## config.mk

```make
export PLATFORM = sky130hd
export DESIGN_NAME = serial_adder_ctrl
export DESIGN_NICKNAME = d
export VERILOG_FILES = /design/src/rtl/serial_adder_pkg.sv /design/src/rtl/Full_Adder_Structural_Verilog.sv /design/src/rtl/serial_adder_ctrl.sv
export SDC_FILE = /design/constraint.sdc
export NUM_CORES = 1
export LEC_CHECK = 0
export CAP_MARGIN = 25
export CORE_UTILIZATION = 30
export CTS_CLUSTER_SIZE = 24
export DETAILED_ROUTE_END_ITERATION = 7
export GPL_TIMING_DRIVEN = 0
export PLACE_DENSITY_LB_ADDON = 0.1
export SYNTH_ARGS = -nofsm -noshare
export SYNTH_HDL_FRONTEND = slang
export SYNTH_SLANG_ARGS = --single-unit
```

## constraint.sdc

```tcl
create_clock -name i_clk -period 2.5 [get_ports i_clk]
set_input_delay 0.5 -clock i_clk [delete_from_list [all_inputs] [get_ports i_clk]]
set_output_delay 0.5 -clock i_clk [all_outputs]
set_load 0.02 [all_outputs]
```

## src/rtl/serial_adder_pkg.sv

```systemverilog
// serial_adder_pkg
// Shared definitions for the bit-serial adder controller: FSM state
// encoding and the default operand width.
package serial_adder_pkg;

  typedef enum logic [1:0] {
    IDLE = 2'b00,
    RUN  = 2'b01,
    DONE = 2'b10
  } sa_state_e;

  localparam int SA_DEFAULT_WIDTH = 8;

  // Bit-counter width: enough to count 0..width-1, never narrower than 1 bit.
  function automatic int sa_cnt_width(input int width);
    return (width > 1) ? $clog2(width) : 1;
  endfunction

endpackage

```

## src/rtl/Full_Adder_Structural_Verilog.sv

```systemverilog
// Full_Adder_Structural_Verilog
// Gate-level 1-bit full adder cell.
// Ports:
//   X1, X2  operand bits
//   Cin     carry in
//   S       sum bit
//   Cout    carry out
module Full_Adder_Structural_Verilog (
  input  wire X1,
  input  wire X2,
  input  wire Cin,
  output wire S,
  output wire Cout
);

  wire w_x12;
  wire w_g;
  wire w_p;

  xor u_x1 (w_x12, X1, X2);
  xor u_x2 (S, w_x12, Cin);
  and u_a1 (w_g, X1, X2);
  and u_a2 (w_p, w_x12, Cin);
  or  u_o1 (Cout, w_g, w_p);

endmodule

```

## src/rtl/serial_adder_ctrl.sv

```systemverilog
// serial_adder_ctrl
// Bit-serial adder controller. Latches operands on a start request, feeds
// one bit pair per clock (LSB first) through a single full adder cell,
// keeps the carry in a flop, and presents a held result with a one-cycle
// done pulse. {o_cout, o_sum} = i_a + i_b + i_cin.
// Ports:
//   i_clk    rising-edge clock
//   i_rst    asynchronous reset, active-high
//   i_start  request, sampled only in IDLE
//   i_a/i_b  operands, captured on the accepting edge
//   i_cin    carry-in, captured on the accepting edge
//   o_busy   high while in RUN
//   o_done   one-cycle pulse in DONE
//   o_sum    registered result, held between completions
//   o_cout   registered carry-out, held between completions
//
// state | meaning
// IDLE  | waiting for i_start; result outputs hold the last completion
// RUN   | one operand bit pair per edge through the full adder cell
// DONE  | single-cycle done pulse, then back to IDLE
module serial_adder_ctrl
  import serial_adder_pkg::*;
#(
  parameter int WIDTH = SA_DEFAULT_WIDTH
) (
  input  logic             i_clk,
  input  logic             i_rst,
  input  logic             i_start,
  input  logic [WIDTH-1:0] i_a,
  input  logic [WIDTH-1:0] i_b,
  input  logic             i_cin,
  output logic             o_busy,
  output logic             o_done,
  output logic [WIDTH-1:0] o_sum,
  output logic             o_cout
);

  localparam int CW = sa_cnt_width(WIDTH);
  localparam logic [CW-1:0] LAST_BIT = CW'(WIDTH - 1);

  sa_state_e        r_state;
  logic [WIDTH-1:0] r_a;
  logic [WIDTH-1:0] r_b;
  logic [WIDTH-1:0] r_work;
  logic             r_carry;
  logic [CW-1:0]    r_cnt;
  logic             r_busy;
  logic             r_done;
  logic [WIDTH-1:0] r_sum;
  logic             r_cout;

  logic             w_s;
  logic             w_cout;
  logic [WIDTH-1:0] w_work_next;

  Full_Adder_Structural_Verilog u_fa (
    .X1  (r_a[0]),
    .X2  (r_b[0]),
    .Cin (r_carry),
    .S   (w_s),
    .Cout(w_cout)
  );

  // New sum bit enters at the MSB; after WIDTH shifts bit 0 sits at the LSB.
  // Written as a shift of the concatenation so WIDTH=1 needs no special case.
  assign w_work_next = WIDTH'({w_s, r_work} >> 1);

  always_ff @(posedge i_clk or posedge i_rst) begin
    if (i_rst) begin
      r_state <= IDLE;
      r_a     <= '0;
      r_b     <= '0;
      r_work  <= '0;
      r_carry <= 1'b0;
      r_cnt   <= '0;
      r_busy  <= 1'b0;
      r_done  <= 1'b0;
      r_sum   <= '0;
      r_cout  <= 1'b0;
    end else begin
      case (r_state)
        IDLE: begin
          if (i_start) begin
            r_a     <= i_a;
            r_b     <= i_b;
            r_carry <= i_cin;
            r_work  <= '0;
            r_cnt   <= '0;
            r_busy  <= 1'b1;
            r_state <= RUN;
          end
        end
        RUN: begin
          r_a     <= r_a >> 1;
          r_b     <= r_b >> 1;
          r_carry <= w_cout;
          r_work  <= w_work_next;
          r_cnt   <= r_cnt + CW'(1);
          if (r_cnt == LAST_BIT) begin
            // Result registers move only here, so partial sums never show.
            r_sum   <= w_work_next;
            r_cout  <= w_cout;
            r_busy  <= 1'b0;
            r_done  <= 1'b1;
            r_state <= DONE;
          end
        end
        DONE: begin
          r_done  <= 1'b0;
          r_state <= IDLE;
        end
        default: begin
          r_busy  <= 1'b0;
          r_done  <= 1'b0;
          r_state <= IDLE;
        end
      endcase
    end
  end

  assign o_busy = r_busy;
  assign o_done = r_done;
  assign o_sum  = r_sum;
  assign o_cout = r_cout;

endmodule

```

# Word-level counts from Yosys, hierarchy flattened
# Cells that the tools add are included.
# totals
wordCells	48
reg_bits	41
in_bits	20
out_inout_bits	11
# op_classes
addsub	1
muxes	18
bitwise_logic	7
reduce_logical	7
n_eq_ne	5
# op_table
op	n
$pmux W8 S2	3
$mux W8	3
$reduce_and A2 Y1	4
$pmux W3 S2	1
$mux W1	4
$mux W2	2
$ne A2 B2 Y1 const B	2
$pmux W1 S2	2
$pmux W2 S2	1
$add A3 B1 Y3 const B	1
$eq A3 B3 Y1 const B	1
$mux W3	1
$pmux W1 S3	1
$reduce_and A3 Y1	1
$and A1 B1 Y1	2
$eq A2 B1 Y1 const B	1
$eq A2 B2 Y1 const B	1
$logic_not A2 Y1	1
$not A1 Y1	2
$reduce_bool A2 Y1	1
$xor A1 B1 Y1	2
$or A1 B1 Y1	1

# Logic depth before layout (Yosys ltp)
# Gate-level depths: netlist of run 1.
# logic_depth
ltp_word	4
ltp_mapped	5

# By module
# Synthesis of run 1 repeated with hierarchy kept, for this count alone.
# hier_totals
hier_cells	143
hier_area_um2	1776.7
# modules_own_cells
mod	cells_per_inst	seq_area_each_um2	n_inst	area_each_um2
serial_adder_ctrl	142	1001.0	1	1756.7
Full_Adder_Structural_Verilog	1	0.0	1	20.0

# Least setup slack after synthesis of run 1
# OpenSTA, ideal clock, no wires.
# synth_path
path_type	reg2reg
start	register r_cnt[0]
end	register r_cout (netlist: o_cout)
path_buffers	0
arrival_ps	1242
path_slack_ps	1133
stages_incl_launch_ff	5
path_cell_list	dfrtp_1 > ha_1 > ha_1 > nand2_8 > mux2_4
# synth_between
elab_chain_len	2
# synth_rtl
element	line_no	rtl
start: declaration	serial_adder_ctrl.sv:46	logic [CW-1:0] r_cnt;
start signal: assignment	serial_adder_ctrl.sv:98	r_cnt <= r_cnt + CW'(1);
$eq A3 B3 Y1	serial_adder_ctrl.sv:99	if (r_cnt == LAST_BIT) begin
$reduce_and A2 Y1 (no source line)	--	
end signal: assignment	serial_adder_ctrl.sv:102	r_cout <= w_cout;
end: declaration	serial_adder_ctrl.sv:50	logic r_cout;
# Every way passes these cells.
# A chain may end at the register's enable or synchronous reset.

# Final worst setup path of run 1
# layout_path
start	register r_busy (netlist: o_busy)
end	output port o_busy
# layout_lines
element	line_no	rtl
start: declaration	serial_adder_ctrl.sv:47	logic r_busy;
start signal: assignment	serial_adder_ctrl.sv:76	r_busy <= 1'b0;
start signal: assignment	serial_adder_ctrl.sv:89	r_busy <= 1'b1;
start signal: assignment	serial_adder_ctrl.sv:103	r_busy <= 1'b0;
end: declaration	serial_adder_ctrl.sv:32	output logic o_busy,
# No word-level cell between the ends.

==> results of run 1 <==
==> Yosys cell counts (2+ instances only) <==
cell     number
a21oi_1       3
a22o_2        9
buf_2         5
buf_6         2
dfrtp_1      40
ha_1          2
inv_1         6
mux2_4        9
nand2_1       4
nor2_1       33
o32ai_1      14
==> metrics by stage <==
step	setup WS (ns)	instances	util	total power (W)	hold slack [ns]
6_report	0.729	253	0.402	0.00265	0.497
5_1_grt	0.676	253	0.402	0.00283	0.527
4_1_cts	0.707	253	0.402	0.00269	0.503
3_5_place_dp	0.549	245	0.385	0.00223	0.489
3_3_place_gp	0.192	245	0.385	0.00220	0.480
2_1_floorplan	1.08	143	-	0.00187	0.466
==> layer usage <==
| layer | wire length (um) | vias to the layer above | part of all wire |
|---|---|---|---|
| li1 | - | 583 | - |
| met1 | 1670 | 602 | 0.48 |
| met2 | 1680 | 22 | 0.48 |
| met3 | 120 | 5 | 0.034 |
| met4 | 50 | 0 | 0.014 |
| met5 | 0 | - | 0 |
==> state kept, by name (all words and copies together), names as in the netlist <==
signal / count
o_busy: 1
o_cout: 1
o_done: 1
o_sum: 8
r_a: 8
r_b: 8
r_carry: 1
r_cnt: 3
r_state: 2
r_work: 7
==> path summary, 6_finish.rpt <==
| path | startpoint | slack (ns) | end |
|---|---|---|---|
| worst min register to register | r_cnt[0]$_DFFE_PP0P_ | 0.50 | r_cnt[0]$_DFFE_PP0P_ |
| min in group asynchronous | i_rst | 0.70 | r_b[0]$_DFFE_PP0P_ |
| max in group asynchronous | i_rst | 1.26 | r_state[0]$_DFFE_PP0P_ |
| worst max register to register | r_cnt[0]$_DFFE_PP0P_ | 1.04 | o_sum[4]$_DFFE_PP0P_ |
| worst min-delay path | r_cnt[0]$_DFFE_PP0P_ | 0.50 | r_cnt[0]$_DFFE_PP0P_ |
| worst max-delay path | o_busy$_DFFE_PP0P_ | 0.73 | o_busy |
==> layout by cell type, fill, tap and decap left out, types with 2 or more instances in the layout <==
cell type / instances
dfrtp_1: 40
nor2_1: 33
clkdlybuf4s50_1: 30
o32ai_1: 14
a22o_2: 9
mux2_4: 9
clkbuf_8: 6
buf_2: 5
inv_1: 5
nand2_1: 4
a21oi_1: 3
buf_6: 2
ha_1: 2
clkinv_2: 2
==> cell families (layout without fill, tap and decap cells) <==
family	Yosys count	in the layout
buffers and inverters	15	53
AOI/OAI and AO/OA	33	33
muxes	9	9
adders and majority gates	3	3
and+or+nand+nor	43	43
DFF	40	40
==> cell type report <==
cell class                      count  area, um^2
Buffer                              9        60.1
Clock buffer                        6        82.6
Clock inverter                      2        10.0
Fill cell                         573        3310
Inverter                            6        22.5
Multi-Input combinational cell     88         661
Sequential cell                    40        1000
Tap cell                           72        90.1
Timing Repair Buffer               30         300
==> power groups by stage <==
stage / Clock, W / Combinational [W] / Sequential, W
floorplan: 0 / 0.000718 / 0.00116
global placement: 0 / 0.00110 / 0.00110
detailed placement: 0 / 0.00112 / 0.00111
CTS: 0.000461 / 0.00112 / 0.00110
global route: 0.000489 / 0.00121 / 0.00113
finish: 0.000445 / 0.00110 / 0.00110
==> impl_metrics.yaml, run 1 <==
power_and_ir_drop:
  combPwrFrac: 0.417
  intPower_w: 0.00173
  ir_drop_mv: 0.360
  clkPwrFrac: 0.168
  p_seq_frac: 0.415
  p_sw_w: 0.000916
  power.density_nw_per_um2: 1190
  p_leak_nw: 0.990
  netSwitchingFraction: 0.346
worst_setup_path:
  arrival_ns: 1.27
  critPathCaptureType: "output pin"
  required_ns: 2.00
  path_buf_inv: 1
  crit_family: "buffers and inverters"
  crit_cells: 1
  reg2reg_depth: 4
  critical_path.slowest_cell: "clkdlybuf4s50_1"
  path_max_fanout: 3
  path_class: "flop to output pin"
  crit_chain: "clkdlybuf4s50_1"
  critPathMaxStageDelay_ns: 0.61
  startpoint_type: "flop"
place:
  dpl_cell_area_um2: 2130
  gp_congestion: 0.747
  io_buffers: 30
  dp_hpwl_um: 2370
global_routing:
  grt_pass1_wl_um: 5720
  grt_util_all_layers: 0.123
  grt_antenna_before_repair: 0
  grt_util_met3: 0.0419
  met1_usage: 0.160
  gr-usage-met2: 0.191
  globalRouteOverflowTotal: 0
  busiest_layer: "met2"
  grt_max_degree: 41
  grt_pass1_vias: 1177
yosys:
  avgSynthCellArea_um2: 12.2
  synth_fa_ha_area_frac: 0.0258
  synth_top_family_by_area: "compound AO/OA/AOI/OAI gates"
  yosys_register_bits: 40
  synth_top_area_frac: 0.574
  synth-main-ff-cell: "dfrtp_1"
  synth_edf_count: 0
  synth.area.mux_share: 0.0775
  synth_compound_area_frac: 0.161
  ys_warn_count: 0
  synthCells: 143
  synth_top_cell_by_area: "dfrtp_1"
  synthSimpleGateAreaFrac: 0.114
  syn_nets: 166
  async_reset_ff_frac: 1.00
  ys_top_cells_by_area: "dfrtp_1 57%, mux2_4 7.7%, nor2_1 7.1%"
  seq_area_frac_synth: 0.574
  synth_xor_area_frac: 0
  yosys.cell_types.count: 27
  syn_area_um2: 1740
clock_tree:
  cts_made_buffers: 5
  cts_sinks: 40
  cts_setup_buffers: 0
  cts_hold_buffers: 0
  cts_resized: 0
  clockRootBuffer: "clkbuf_8"
  cts_tree: "built"
  cts.reportedPaths.clkPinSlew_ns: 0.08
  clk_path_buf_depth: 2
  htree_levels: 2
  insertion_delay_ns: 0.29
floorplanning:
  die_h_um: 78.3
  chipWidth_um: 78.3
  initial_utilization: 0.315
  num_io_pins: 31
  core_um2: 5540
  die-area_um2: 6120
  rows: 27
timing:
  finalCritPeriodShare: 0.709
  tightest_slew_ns: 0.853
  finalHoldViolations: 0
  slew_headroom: 0.430
  rsz0062_at_grt: "no"
  setup_viol: 0
  fin_skew_ns: 0.00378
  period_needed_ns: 1.77
  drv_slew: 0
  fin_tns_setup_ns: 0
  fmax_mhz: 565
layout:
  fin_area_um2: 2230
  finalNetCount: 203
  antenna_cells: 0
  areaGrowthSynthToFinish_pct: 27.7
  drive_gt1_frac: 0.221
detailed_routing:
  drc: 0
  viasPerCell: 4.79
  vias: 1212
  wire_per_inst_um: 13.9
  first_iter_violations: 24
  antenna_left: 0
  dr.pass1.iters: 4
  routed_wl_um: 3520
worst_hold_path:
  worstHoldPathCells: 1
  hold_class: "flop to flop"
run:
  maxCapViolations: 0
run_status:
  status: "complete, no violations"
No activity file was read; power rests on OpenSTA's default activity.
==> run 2, diff against run 1 <==
==> constraint.sdc (replaced) <==
create_clock -name i_clk -period 1.81 [get_ports i_clk]
set_input_delay 0.362 -clock i_clk [delete_from_list [all_inputs] [get_ports i_clk]]
set_output_delay 0.362 -clock i_clk [all_outputs]
set_load 0.02 [all_outputs]
==> results of run 2 <==
The final DEF is identical to that of run 1. Status: complete, no violations.
Among the figures that moved: setup slack after placement 0.549 ns -> -0.00337 ns; setup slack after layout 0.729 ns -> 0.177 ns; register-to-register setup slack 1.04 ns -> 0.35 ns; total power 0.00265 W -> 0.00366 W; worst IR drop on VDD 0.360 mV -> 0.497 mV
